[config.mk]
export PLATFORM = sky130hd
export DESIGN_NAME = clb_config_loader_flat
export DESIGN_NICKNAME = d
export VERILOG_FILES = /design/src/rtl/clb_config_loader_if.sv /design/src/rtl/clb_config_loader.sv /design/src/flat_wrapper.sv
export SDC_FILE = /design/constraint.sdc
export NUM_CORES = 1
export LEC_CHECK = 0
export CORE_ASPECT_RATIO = 0.7
export CORE_MARGIN = 10
export CORE_UTILIZATION = 36
export DETAILED_ROUTE_END_ITERATION = 16
export PLACE_DENSITY = 0.64
export SYNTH_ARGS = -nofsm -noshare
export SYNTH_HDL_FRONTEND = slang
export SYNTH_SLANG_ARGS = --single-unit
[constraint.sdc]
create_clock -name clk -period 2.5 [get_ports clk]
set_input_delay 0.5 -clock clk [delete_from_list [all_inputs] [get_ports clk]]
set_output_delay 0.5 -clock clk [all_outputs]
set_load 0.02 [all_outputs]
[src/rtl/clb_config_loader_if.sv]
// Byte-stream configuration bus between an upstream byte source and the CLB
// configuration loader, carrying the committed CLB configuration back out.
interface clb_config_loader_if;
  logic       s_valid;
  logic [7:0] s_data;
  logic       s_ready;
  logic [1:0] in1;
  logic [1:0] in2;
  logic       in3;
  logic       mux_in;
  logic       cfg_done;
  logic       cfg_err;
  logic [3:0] frame_cnt;
  logic       busy;

  modport master (
    output s_valid,
    output s_data,
    input  s_ready,
    input  in1,
    input  in2,
    input  in3,
    input  mux_in,
    input  cfg_done,
    input  cfg_err,
    input  frame_cnt,
    input  busy
  );

  modport slave (
    input  s_valid,
    input  s_data,
    output s_ready,
    output in1,
    output in2,
    output in3,
    output mux_in,
    output cfg_done,
    output cfg_err,
    output frame_cnt,
    output busy
  );
endinterface

[src/rtl/clb_config_loader.sv]
// Receives HDR/PAYLOAD/CHK frames over a valid/ready byte stream and commits
// the payload fields to a downstream CLB configuration only on a clean frame.
module clb_config_loader #(
  parameter logic [7:0]  HDR     = 8'hA5,
  parameter int unsigned TIMEOUT = 255
) (
  input  logic                 clk,
  input  logic                 reset,
  clb_config_loader_if.slave   bus
);

  localparam int unsigned TW = ($clog2(TIMEOUT + 1) < 1) ? 1 : $clog2(TIMEOUT + 1);

  typedef enum logic [2:0] {
    ST_IDLE   = 3'd0,
    ST_PAY    = 3'd1,
    ST_CHK    = 3'd2,
    ST_COMMIT = 3'd3,
    ST_ERR    = 3'd4
  } state_t;

  // Expected check byte for a given payload.
  function automatic logic [7:0] frame_chk(input logic [7:0] pay);
    frame_chk = HDR ^ pay;
  endfunction

  // Reserved payload bits must be clear for a frame to be accepted.
  function automatic logic payload_ok(input logic [7:0] pay);
    payload_ok = (pay[7:6] == 2'b00);
  endfunction

  state_t        state_r;
  state_t        state_nxt_s;
  logic [7:0]    shadow_r;
  logic [TW-1:0] tmo_r;
  logic          ready_r;
  logic          busy_r;
  logic          done_r;
  logic          err_r;
  logic [1:0]    in1_r;
  logic [1:0]    in2_r;
  logic          in3_r;
  logic          mux_r;
  logic [3:0]    cnt_r;

  logic          xfer_s;
  logic          tmo_hit_s;
  logic          chk_ok_s;
  logic          load_s;
  logic          in_frame_s;

  assign xfer_s     = bus.s_valid & ready_r;
  assign tmo_hit_s  = (tmo_r == TW'(TIMEOUT - 1));
  assign chk_ok_s   = (bus.s_data == frame_chk(shadow_r)) && payload_ok(shadow_r);
  assign load_s     = (state_r == ST_CHK) && (state_nxt_s == ST_COMMIT);
  assign in_frame_s = (state_r == ST_PAY) || (state_r == ST_CHK);

  // Next-state decode for the frame receiver.
  always_comb begin
    state_nxt_s = state_r;
    case (state_r)
      ST_IDLE: begin
        if (xfer_s && (bus.s_data == HDR)) begin
          state_nxt_s = ST_PAY;
        end else begin
          state_nxt_s = ST_IDLE;
        end
      end
      ST_PAY: begin
        if (xfer_s) begin
          state_nxt_s = ST_CHK;
        end else if (tmo_hit_s) begin
          state_nxt_s = ST_ERR;
        end else begin
          state_nxt_s = ST_PAY;
        end
      end
      ST_CHK: begin
        if (xfer_s) begin
          state_nxt_s = chk_ok_s ? ST_COMMIT : ST_ERR;
        end else if (tmo_hit_s) begin
          state_nxt_s = ST_ERR;
        end else begin
          state_nxt_s = ST_CHK;
        end
      end
      ST_COMMIT: state_nxt_s = ST_IDLE;
      ST_ERR:    state_nxt_s = ST_IDLE;
      default:   state_nxt_s = ST_IDLE;
    endcase
  end

  // State register.
  always_ff @(posedge clk or posedge reset) begin
    if (reset) begin
      state_r <= ST_IDLE;
    end else begin
      state_r <= state_nxt_s;
    end
  end

  // Status outputs are registered from the next state so they line up with it.
  always_ff @(posedge clk or posedge reset) begin
    if (reset) begin
      ready_r <= 1'b0;
      busy_r  <= 1'b0;
      done_r  <= 1'b0;
      err_r   <= 1'b0;
    end else begin
      ready_r <= (state_nxt_s == ST_IDLE) || (state_nxt_s == ST_PAY) ||
                 (state_nxt_s == ST_CHK);
      busy_r  <= (state_nxt_s != ST_IDLE);
      done_r  <= (state_nxt_s == ST_COMMIT);
      err_r   <= (state_nxt_s == ST_ERR);
    end
  end

  // Inter-byte idle counter; any transfer restarts it.
  always_ff @(posedge clk or posedge reset) begin
    if (reset) begin
      tmo_r <= '0;
    end else if (xfer_s || ((state_r != ST_PAY) && (state_nxt_s == ST_PAY))) begin
      tmo_r <= '0;
    end else if (in_frame_s) begin
      tmo_r <= tmo_r + TW'(1);
    end else begin
      tmo_r <= tmo_r;
    end
  end

  // Payload shadow; dropped whenever the frame is rejected.
  always_ff @(posedge clk or posedge reset) begin
    if (reset) begin
      shadow_r <= 8'h00;
    end else if ((state_r == ST_PAY) && xfer_s) begin
      shadow_r <= bus.s_data;
    end else if (state_nxt_s == ST_ERR) begin
      shadow_r <= 8'h00;
    end else begin
      shadow_r <= shadow_r;
    end
  end

  // Committed configuration changes only on the CHK->COMMIT edge.
  always_ff @(posedge clk or posedge reset) begin
    if (reset) begin
      mux_r <= 1'b0;
      in1_r <= 2'b00;
      in2_r <= 2'b00;
      in3_r <= 1'b0;
      cnt_r <= 4'd0;
    end else if (load_s) begin
      mux_r <= shadow_r[0];
      in1_r <= shadow_r[2:1];
      in2_r <= shadow_r[4:3];
      in3_r <= shadow_r[5];
      cnt_r <= cnt_r + 4'd1;
    end else begin
      mux_r <= mux_r;
      in1_r <= in1_r;
      in2_r <= in2_r;
      in3_r <= in3_r;
      cnt_r <= cnt_r;
    end
  end

  assign bus.s_ready   = ready_r;
  assign bus.busy      = busy_r;
  assign bus.cfg_done  = done_r;
  assign bus.cfg_err   = err_r;
  assign bus.mux_in    = mux_r;
  assign bus.in1       = in1_r;
  assign bus.in2       = in2_r;
  assign bus.in3       = in3_r;
  assign bus.frame_cnt = cnt_r;

endmodule

[src/flat_wrapper.sv]
// flat-port wrapper written by rule: the top's interface ports become plain ports
module clb_config_loader_flat 
#(
  parameter logic [7:0]  HDR     = 8'hA5,
  parameter int unsigned TIMEOUT = 255
)
  (clk, reset, bus_s_valid, bus_s_data, bus_s_ready, bus_in1, bus_in2, bus_in3, bus_mux_in, bus_cfg_done, bus_cfg_err, bus_frame_cnt, bus_busy);
  clb_config_loader_if bus_i ();
  input  logic clk;
  input  logic reset;
  input wire logic [$bits(bus_i.s_valid)-1:0] bus_s_valid;
  input wire logic [$bits(bus_i.s_data)-1:0] bus_s_data;
  output wire logic [$bits(bus_i.s_ready)-1:0] bus_s_ready;
  output wire logic [$bits(bus_i.in1)-1:0] bus_in1;
  output wire logic [$bits(bus_i.in2)-1:0] bus_in2;
  output wire logic [$bits(bus_i.in3)-1:0] bus_in3;
  output wire logic [$bits(bus_i.mux_in)-1:0] bus_mux_in;
  output wire logic [$bits(bus_i.cfg_done)-1:0] bus_cfg_done;
  output wire logic [$bits(bus_i.cfg_err)-1:0] bus_cfg_err;
  output wire logic [$bits(bus_i.frame_cnt)-1:0] bus_frame_cnt;
  output wire logic [$bits(bus_i.busy)-1:0] bus_busy;
  assign bus_i.s_valid = bus_s_valid;
  assign bus_i.s_data = bus_s_data;
  assign bus_s_ready = bus_i.s_ready;
  assign bus_in1 = bus_i.in1;
  assign bus_in2 = bus_i.in2;
  assign bus_in3 = bus_i.in3;
  assign bus_mux_in = bus_i.mux_in;
  assign bus_cfg_done = bus_i.cfg_done;
  assign bus_cfg_err = bus_i.cfg_err;
  assign bus_frame_cnt = bus_i.frame_cnt;
  assign bus_busy = bus_i.busy;
  clb_config_loader #(.HDR(HDR), .TIMEOUT(TIMEOUT)) u_core (.clk(clk), .reset(reset), .bus(bus_i));
endmodule
Word level (Yosys, flattened, before mapping)
Index checks and enable logic that the tools add are counted.
{ "word_totals": {"memories": 0, "elab_cells": 52, "rom_bits": 0, "ff_bits": 33, "latch_bits": 0, "input_bits": 11, "ram_bits": 0, "out_inout_bits": 14} }
{ "classes": {"bitwise_logic": 2, "eq_ne": 10, "n_mul": 0, "mux": 11, "order_cmp": 0, "div_mod_pow": 0, "n_reduce_logical": 15, "shift": 0, "addsub": 2} }
{ "op_table": {"columns": ["operator", "n"], "rows": [
  ["8-bit two-way mux", 4],
  ["8-bit == test (second input constant)", 2],
  ["3-bit two-way mux", 5],
  ["3-bit by 2-bit == test with 1-bit output (second input constant)", 3],
  ["3-bit case mux with 3 select lines", 1],
  ["8-bit by 1-bit adder with 8-bit output (second input constant)", 1],
  ["8-bit == test", 1],
  ["3-bit by 1-bit == test with 1-bit output (second input constant)", 2],
  ["3-bit zero test", 2],
  ["1-bit logical AND", 5],
  ["4-bit by 1-bit adder with 4-bit output (second input constant)", 1],
  ["1-bit logical OR", 4],
  ["4-bit inverter", 1],
  ["2-bit nonzero test", 2],
  ["3-bit == test (second input constant)", 1],
  ["3-bit by 1-bit inequality test with 1-bit output (second input constant)", 1],
  ["3-bit nonzero test", 1],
  ["2-bit zero test", 1],
  ["1-bit AND", 1],
  ["1-bit two-way mux", 1]
]} }

Depth between registers and ports, before layout
Gate-level depths: netlist (run 1).
{ "depth": {"depth_word": 10, "depth_mapped": 6, "mapped_depth_nobuf": 5} }

Least setup slack after synthesis (run 1)
OpenSTA, ideal clock, no wires.
{ "synth_path": {"path_kind": "input -> register", "startpoint": "input bus_s_data[6]", "endpoint": "register u_core.cnt_r[1], in the netlist u_core.bus.frame_cnt[1]", "path_buffers": 0, "path_stages": 4, "path_slack_ns": 0.756, "t_arrival_ns": 1.620, "cell_sequence": "nand4b_2 > nor4_4 > nand3_2 > mux2_2"} }
{ "synth_via": {"elab_chain_cells": 7, "elab_cells_between_ends": 10, "classes_between": "3 x eq/ne; 4 x mux; 3 x reduce/logical"} }
{ "synth_rtl": {"columns": ["element", "line", "rtl"], "rows": [
  ["from (decl)", "flat_wrapper.sv:12", "input wire logic [$bits(bus_i.s_data)-1:0] bus_s_data;"],
  ["8-bit == test", "clb_config_loader.sv:54", "assign chk_ok_s = (bus.s_data == frame_chk(shadow_r)) && payload_ok(shadow_r);"],
  ["1-bit logical AND", "clb_config_loader.sv:54", null],
  ["3-bit two-way mux", "clb_config_loader.sv:80", "state_nxt_s = chk_ok_s ? ST_COMMIT : ST_ERR;"],
  ["3-bit two-way mux", "clb_config_loader.sv:79", "if (xfer_s) begin"],
  ["3-bit case mux with 3 select lines (*)", "clb_config_loader.sv:61", "case (state_r)"],
  ["3-bit by 2-bit == test with 1-bit output (*)", "clb_config_loader.sv:55", "assign load_s = (state_r == ST_CHK) && (state_nxt_s == ST_COMMIT);"],
  ["1-bit logical AND (*)", "clb_config_loader.sv:55", null],
  ["to (signal assigned)", "clb_config_loader.sv:157", "cnt_r <= cnt_r + 4'd1;"],
  ["to (signal assigned)", "clb_config_loader.sv:163", "cnt_r <= cnt_r;"],
  ["to (decl)", "clb_config_loader.sv:44", "logic [3:0] cnt_r;"]
]} }
Every way passes the cells marked *; elsewhere a longest branch is shown, timed or not.
A chain may end at the register's enable or synchronous reset.

Worst setup path in the final report (run 1)
{ "layout_path": {"startpoint": "input bus_s_valid", "endpoint": "register u_core.mux_r, in the netlist u_core.bus.mux_in"} }
{ "layout_via": {"elab_chain_cells": 6, "elab_cells_between_ends": 8, "classes_between": "1 x eq/ne; 4 x mux; 1 x bitwise; 2 x reduce/logical"} }
{ "layout_rtl": {"columns": ["element", "line", "rtl"], "rows": [
  ["from (decl)", "flat_wrapper.sv:11", "input wire logic [$bits(bus_i.s_valid)-1:0] bus_s_valid;"],
  ["1-bit AND (*)", "clb_config_loader.sv:52", "assign xfer_s = bus.s_valid & ready_r;"],
  ["1-bit logical AND", "clb_config_loader.sv:63", "if (xfer_s && (bus.s_data == HDR)) begin"],
  ["1-bit two-way mux", "clb_config_loader.sv:63", null],
  ["3-bit case mux with 3 select lines (*)", "clb_config_loader.sv:61", null],
  ["3-bit by 2-bit == test with 1-bit output (*)", "clb_config_loader.sv:55", null],
  ["1-bit logical AND (*)", "clb_config_loader.sv:55", null],
  ["to (signal assigned)", "clb_config_loader.sv:153", "mux_r <= shadow_r[0];"],
  ["to (signal assigned)", "clb_config_loader.sv:159", "mux_r <= mux_r;"],
  ["to (decl)", "clb_config_loader.sv:43", "logic mux_r;"]
]} }
Marked as above.

==> impl_metrics.toml, run 1 <==
[synthesis]
syn-cell-area_um2 = 1623
synth.yosys.seq_area_share = 0.5089
yosys_warnings = 0
synth_area_leader_cell = "dfrtp_1"
synthMostInstantiatedCell = "dfrtp_1"
yosys-top-cells-count = "dfrtp_1, xnor2_1, nand2_1"
synth.top_cell.area_share = 0.5089
synth_cells = 144
async_reset_ff_frac = 1.000
ys.flop_type = "dfrtp_1"
syn_avg_cell_area_um2 = 11.27
synthTopCellsByArea = "dfrtp_1, xnor2_1, mux2_2, a22oi_1, o21ai_0"
ys_ff_latch = 33
syn_nets = 158
synth_edf_count = 0
synth_cell_type_count = 35

[power]
irDropWorstVdd_mv = 0.2043
leakage_nw = 0.8877
power_density_nw_per_um2 = 485.3

[clocking]
cts_hold_buf = 0
clkTransAtPathRegs_ns = 0.07
cts_tree = "yes"
htreeDepth = 2
clockRootBuffer = "clkbuf_8"
clock-sinks = 33
cts_resized = 0
insertion_delay_ns = 0.28
ctsLongestPathBuffers = 2
cts_made_buffers = 5
cts_setup_buffers = 0

[global_route]
grt_pass1_vias = 1240
overflow = 0
grt_max_degree = 34
grt_pass1_wl_mm = 6.292
antenna_found_initial = 0
grt_usage = 0.1007

[route]
drtPass1Iterations = 5
wire_per_inst_um = 16.18
drc_errors = 0
postRouteAntennaNets = 0
drt_iter0_drc = 87
routed_via_density = 5.407
wl_mm = 3.737
vias = 1249

[timing]
finalCritPeriodShare = 0.8631
layout_min_cycle_time_ns = 2.158
tns_ns = 0
drv_slew = 0
hold_ws_ns = 0.4651
finalSetupViolCount = 0
rsz0062_at_grt = "false"
hold_viol_final = 0
skew_ns = 0.005923
maxSlewHeadroom = 0.6229
tightestPinTransition_ns = 0.5617
max_freq_mhz = 463.4

[min_path]
hp-class = "reg2reg"

[placement]
dpl.hpwl_mm = 2.809
place.gp.congestion = 0.8144
io_buffers = 24
dp_cells = 223

[flow_run]
cap_violations = 0

[cells_and_area]
syn2layout_area_growth_pct = 25.14
fillers = 439
drive_gt1_frac = 0.1534
antenna_cells = 0
final_cells = 231
nets = 189

[status]
status = "complete, no violations"

[die]
dieArea_um2 = 7636
top_level_ports = 25
core_um2 = 4354
initial_utilization = 0.3727
die_w_um = 100.2
rows = 20
die_h_um = 76.18

[critical_path]
cp.required_ns = 2.67
endpoint_kind = "flop"
cp_max_fo = 10
cp-start-kind = "primary input"
slowest_stage = "clkdlybuf4s50_1"
worst-path-buf-inv = 1
crit_arrival_ns = 2.33
cp_top_family = "simple AND/OR/NAND/NOR gates"
path_class = "in2reg"
slowest_delay_ns = 0.52
crit_chain = "clkdlybuf4s50_1, nand4b_2, nor4_4, nand3_2, mux2_2"
## through the flow
stage                       util  instance area [um2]  setup slack (ns)  power, mW
final                     0.4664                 2031            0.3423     0.9855
after global routing      0.4664                 2031            0.2189      1.036
after CTS                 0.4664                 2031            0.3452      1.003
after detailed placement  0.4466                 1944           0.04039     0.6150
after global placement    0.4466                 1944            0.1541     0.6128
after floorplan                -                 1623            0.7557     0.5812
## worst paths after layout
path / from / endpoint / slack [ns] / cells past startpoint
max reg2reg: u_core.shadow_r[4] / u_core.bus.mux_in / 0.67 / 4
min reg2reg: u_core.bus.frame_cnt[3] / u_core.bus.frame_cnt[3] / 0.47 / 1
min: u_core.bus.frame_cnt[3] / u_core.bus.frame_cnt[3] / 0.47 / 1
max: bus_s_valid / u_core.bus.mux_in / 0.34 / 5
min in group asynchronous: reset / u_core.shadow_r[4] / 0.62 / 3
max in group asynchronous: reset / u_core.bus.s_ready / 1.58 / 3
## state kept, by name, indices dropped and copies added (netlist names)
name / cells
u_core.bus.s_ready: 1
u_core.state_r: 3
u_core.bus.in3: 1
u_core.shadow_r: 8
u_core.bus.mux_in: 1
u_core.bus.busy: 1
u_core.tmo_r: 8
u_core.bus.in1: 2
u_core.bus.frame_cnt: 4
u_core.bus.cfg_done: 1
u_core.bus.in2: 2
u_core.bus.cfg_err: 1
## logic make-up after synthesis
family          Yosys count  share of synthesized area
flops                    33                     0.5089
simple gates             49                     0.2043
mux                       7                    0.04858
fa+ha+maj                 3                    0.02313
xor+xnor                 16                    0.08636
compound gates           29                     0.1110
buf+inv                   7                    0.01773
## layer usage
metal | track usage | vias to the layer above | share of wire
met5 | 0 | - | 0
li1 | - | 583 | -
met1 | 0.1313 | 619 | 0.46
met4 | 0.03803 | 0 | 0.0062
met2 | 0.1494 | 43 | 0.47
met3 | 0.03351 | 4 | 0.065
## layout by cell type, fill, tap and decap left out, drive strengths merged, types with 2 or more instances in the layout
cell type      count
clkinv             2
xnor2             13
nor4b              4
nand3              4
and4               2
nor4               3
dfrtp             33
nand4b             2
ha                 3
mux2               7
or3b               2
nor3b              2
a22oi              8
inv                3
a21oi              5
clkbuf             5
clkdlybuf4s50     24
xor2               3
nor2              10
nand2             12
o21ai             11
or3                2
nand4              2
buf                4
## layout make-up
type,count,area [um2],area share
flip-flops and latches,33,825.8,0.4067
multi-input cells,104,768.2,0.3783
repair buffers,28,270.3,0.1331
clock buffers,5,68.82,0.03389
well taps,55,68.82,0.03389
clock inverters,3,17.52,0.008626
inverters,3,11.26,0.005545
## worst reg2reg max path, stage by stage (launching register included)
cell and delay, ns:
dfrtp_1 0.42, xor2_1 0.22, nor4_4 0.41, nand3_2 0.30, mux2_2 0.37
## power breakdown
part / internal [mW] / total [mW] / switching [mW]
logic: 0.0293 / 0.0660 / 0.0367
clock network: 0.192 / 0.381 / 0.189
registers: 0.536 / 0.538 / 0.00244
(Power assumes the default switching activity.)
==> inputs of run 2 (changes only) <==
--- a/config.mk
+++ b/config.mk
@@ -8,6 +8,7 @@
 export CORE_ASPECT_RATIO = 0.7
 export CORE_MARGIN = 10
 export CORE_UTILIZATION = 36
+export CTS_CLUSTER_SIZE = 12
 export DETAILED_ROUTE_END_ITERATION = 16
 export PLACE_DENSITY = 0.64
 export SYNTH_ARGS = -nofsm -noshare
==> results of run 2 <==
Same layout as run 1: the final DEF is identical, and so are final timing and power.
==> inputs of run 3 (changes only) <==
--- a/config.mk
+++ b/config.mk
@@ -8,6 +8,7 @@
 export CORE_ASPECT_RATIO = 0.7
 export CORE_MARGIN = 10
 export CORE_UTILIZATION = 36
+export CTS_CLUSTER_DIAMETER = 150
 export CTS_CLUSTER_SIZE = 12
 export DETAILED_ROUTE_END_ITERATION = 16
 export PLACE_DENSITY = 0.64
==> constraint.sdc (replaced) <==
create_clock -name clk -period 2.4 [get_ports clk]
set_input_delay 0.48 -clock clk [delete_from_list [all_inputs] [get_ports clk]]
set_output_delay 0.48 -clock clk [all_outputs]
set_load 0.02 [all_outputs]
==> run 3 against run 2 <==
Against the previous run: non-clock buffer count is 2 higher; sequential share of layout area decreased by 0.30 points; clock skew barely moved; routed wire length decreased by 3.5%; global-route usage shrank 0.091 points; cell count increased by 0.43%; clock-buffer cell count up 2; register-to-register slack got worse by 0.08 ns; die area is the same; sequential power grew 4.3%; power increased by 6.0%.
==> impl_metrics.toml, run 3 (synthesized netlist as in run 1, its figures left out) <==
[placement]
io_buffers = 24
placed_area_um2 = 1959
place.gp.congestion = 0.8045
dpl.hpwl_mm = 2.707

[critical_path]
slowest_delay_ns = 0.43
r2r_slack_ns = 0.59
crit_arrival_ns = 2.19
cp.required_ns = 2.57
slowest_stage = "clkdlybuf4s50_1"
cp-startpoint = "bus_s_data[6]"
r2r_end = "u_core.state_r[0]"
rr_worst_depth = 4
cp_top_family = "simple AND/OR/NAND/NOR gates"
path_depth = 5
cp_max_fo = 10
crit_end = "u_core.bus.in1[1]"
crit_chain = "clkdlybuf4s50_1, nand4b_2, nor4_4, nand3_2, mux2_2"
worst-path-buf-inv = 1
endpoint_kind = "flop"
path_class = "in2reg"
reg2reg_from = "u_core.state_r[2]"
cp-start-kind = "primary input"

[clocking]
cts_resized = 0
cts_setup_buffers = 0
clkTransAtPathRegs_ns = 0.06
ctsLongestPathBuffers = 2
clock-sinks = 33
cts_hold_buf = 0
insertion_delay_ns = 0.28
clockRootBuffer = "clkbuf_8"
cts_tree = "yes"
htreeDepth = 2
cts_made_buffers = 5

[route]
drc_errors = 0
wl_mm = 3.607
routed_via_density = 5.203
drt_iter0_drc = 49
postRouteAntennaNets = 0
drtPass1Iterations = 4
wire_per_inst_um = 15.55
vias = 1207

[cells_and_area]
layout_common_cells = "dfrtp_1, clkdlybuf4s50_1, xnor2_1, nand2_1, o21ai_0"
stdcell_area_um2 = 2046
syn2layout_area_growth_pct = 26.06
fillers = 408
nets = 191
drive_gt1_frac = 0.1525
antenna_cells = 0
utilization = 0.4698
final_common_cell = "dfrtp_1"

[timing]
layout_min_cycle_time_ns = 2.028
rsz0062_at_grt = "false"
hold_viol_final = 0
tightestPinTransition_ns = 0.5747
skew_ns = 0.005812
finalCritPeriodShare = 0.8448
max_freq_mhz = 493.2
tns_ns = 0
maxSlewHeadroom = 0.6141
drv_slew = 0
finalSetupViolCount = 0

[global_route]
grt_pass1_wl_mm = 6.161
overflow = 0
grt_pass1_vias = 1252
antenna_found_initial = 0
grt_max_degree = 34
grt_usage = 0.09983

[flow_run]
cap_violations = 0

[die]
dieArea_um2 = 7636
core_um2 = 4354
die_w_um = 100.2
top_level_ports = 25
initial_utilization = 0.3727
rows = 20
die_h_um = 76.18

[power]
power_density_nw_per_um2 = 510.4
leakage_nw = 0.8990
irDropWorstVdd_mv = 0.3086

[min_path]
hp-class = "reg2reg"

[status]
status = "complete, no violations"
==> run 3: cell types whose count changed in the layout (fill, tap and decap cells not counted), sizes merged <==
| cell | change |
|---|---|
| buf | +2 |
| clkbuf | +2 |
| clkinv | -2 |
| clkinvlp | -1 |
==> run 3: area by class of cell <==
| class | instances | area [um2] | share of cell area |
|---|---|---|---|
| sequential | 33 | 825.8 | 0.4037 |
| clock buffer | 7 | 86.33 | 0.04220 |
| inverter | 3 | 11.26 | 0.005505 |
| tap | 55 | 68.82 | 0.03364 |
| multi-input combinational | 104 | 768.2 | 0.3755 |
| timing repair buffer | 30 | 285.3 | 0.1394 |
==> run 3: worst min-delay path by stage <==
stage | slack (ns) | cells past startpoint | from | end
2_1_floorplan | 0.50 | 2 | u_core.shadow_r[6] | u_core.shadow_r[6]
3_3_place_gp | 0.46 | 1 | u_core.bus.frame_cnt[3] | u_core.bus.frame_cnt[3]
3_5_place_dp | 0.49 | 1 | u_core.bus.frame_cnt[3] | u_core.bus.frame_cnt[3]
4_1_cts | 0.50 | 1 | u_core.bus.frame_cnt[3] | u_core.bus.frame_cnt[3]
5_1_grt | 0.53 | 1 | u_core.bus.frame_cnt[3] | u_core.bus.frame_cnt[3]
6_report | 0.49 | 1 | u_core.bus.frame_cnt[3] | u_core.bus.frame_cnt[3]
==> run 3: per-layer routing <==
| metal | up-vias | share of wire | track usage |
|---|---|---|---|
| met1 | 578 | 0.50 | 0.1357 |
| met5 | - | 0 | 0 |
| met2 | 32 | 0.42 | 0.1327 |
| met3 | 8 | 0.062 | 0.03623 |
| met4 | 0 | 0.021 | 0.05211 |
| li1 | 589 | - | - |
==> run 3: through the flow <==
step | worst slack [ns] | power [mW] | hold WS (ns) | std cells
finish | 0.3725 | 1.044 | 0.4897 | 232
global placement | 0.1499 | 0.6382 | 0.4575 | 225
global route | 0.2849 | 1.087 | 0.5281 | 232
detailed placement | 0.08871 | 0.6396 | 0.4901 | 225
floorplan | 0.6757 | 0.6054 | 0.4955 | 144
CTS | 0.3883 | 1.056 | 0.4983 | 232
==> run 3: power by group <==
part	internal (mW)	switching (mW)
clock	0.227	0.189
sequential	0.559	0.00247
combinational	0.0308	0.0366
==> run 3: worst register-to-register path, cell delays in order, from the launching register on <==
cell	delay, ns
dfrtp_1	0.50
or3b_2	0.65
nand2b_1	0.27
a41o_1	0.24
nand3_1	0.08
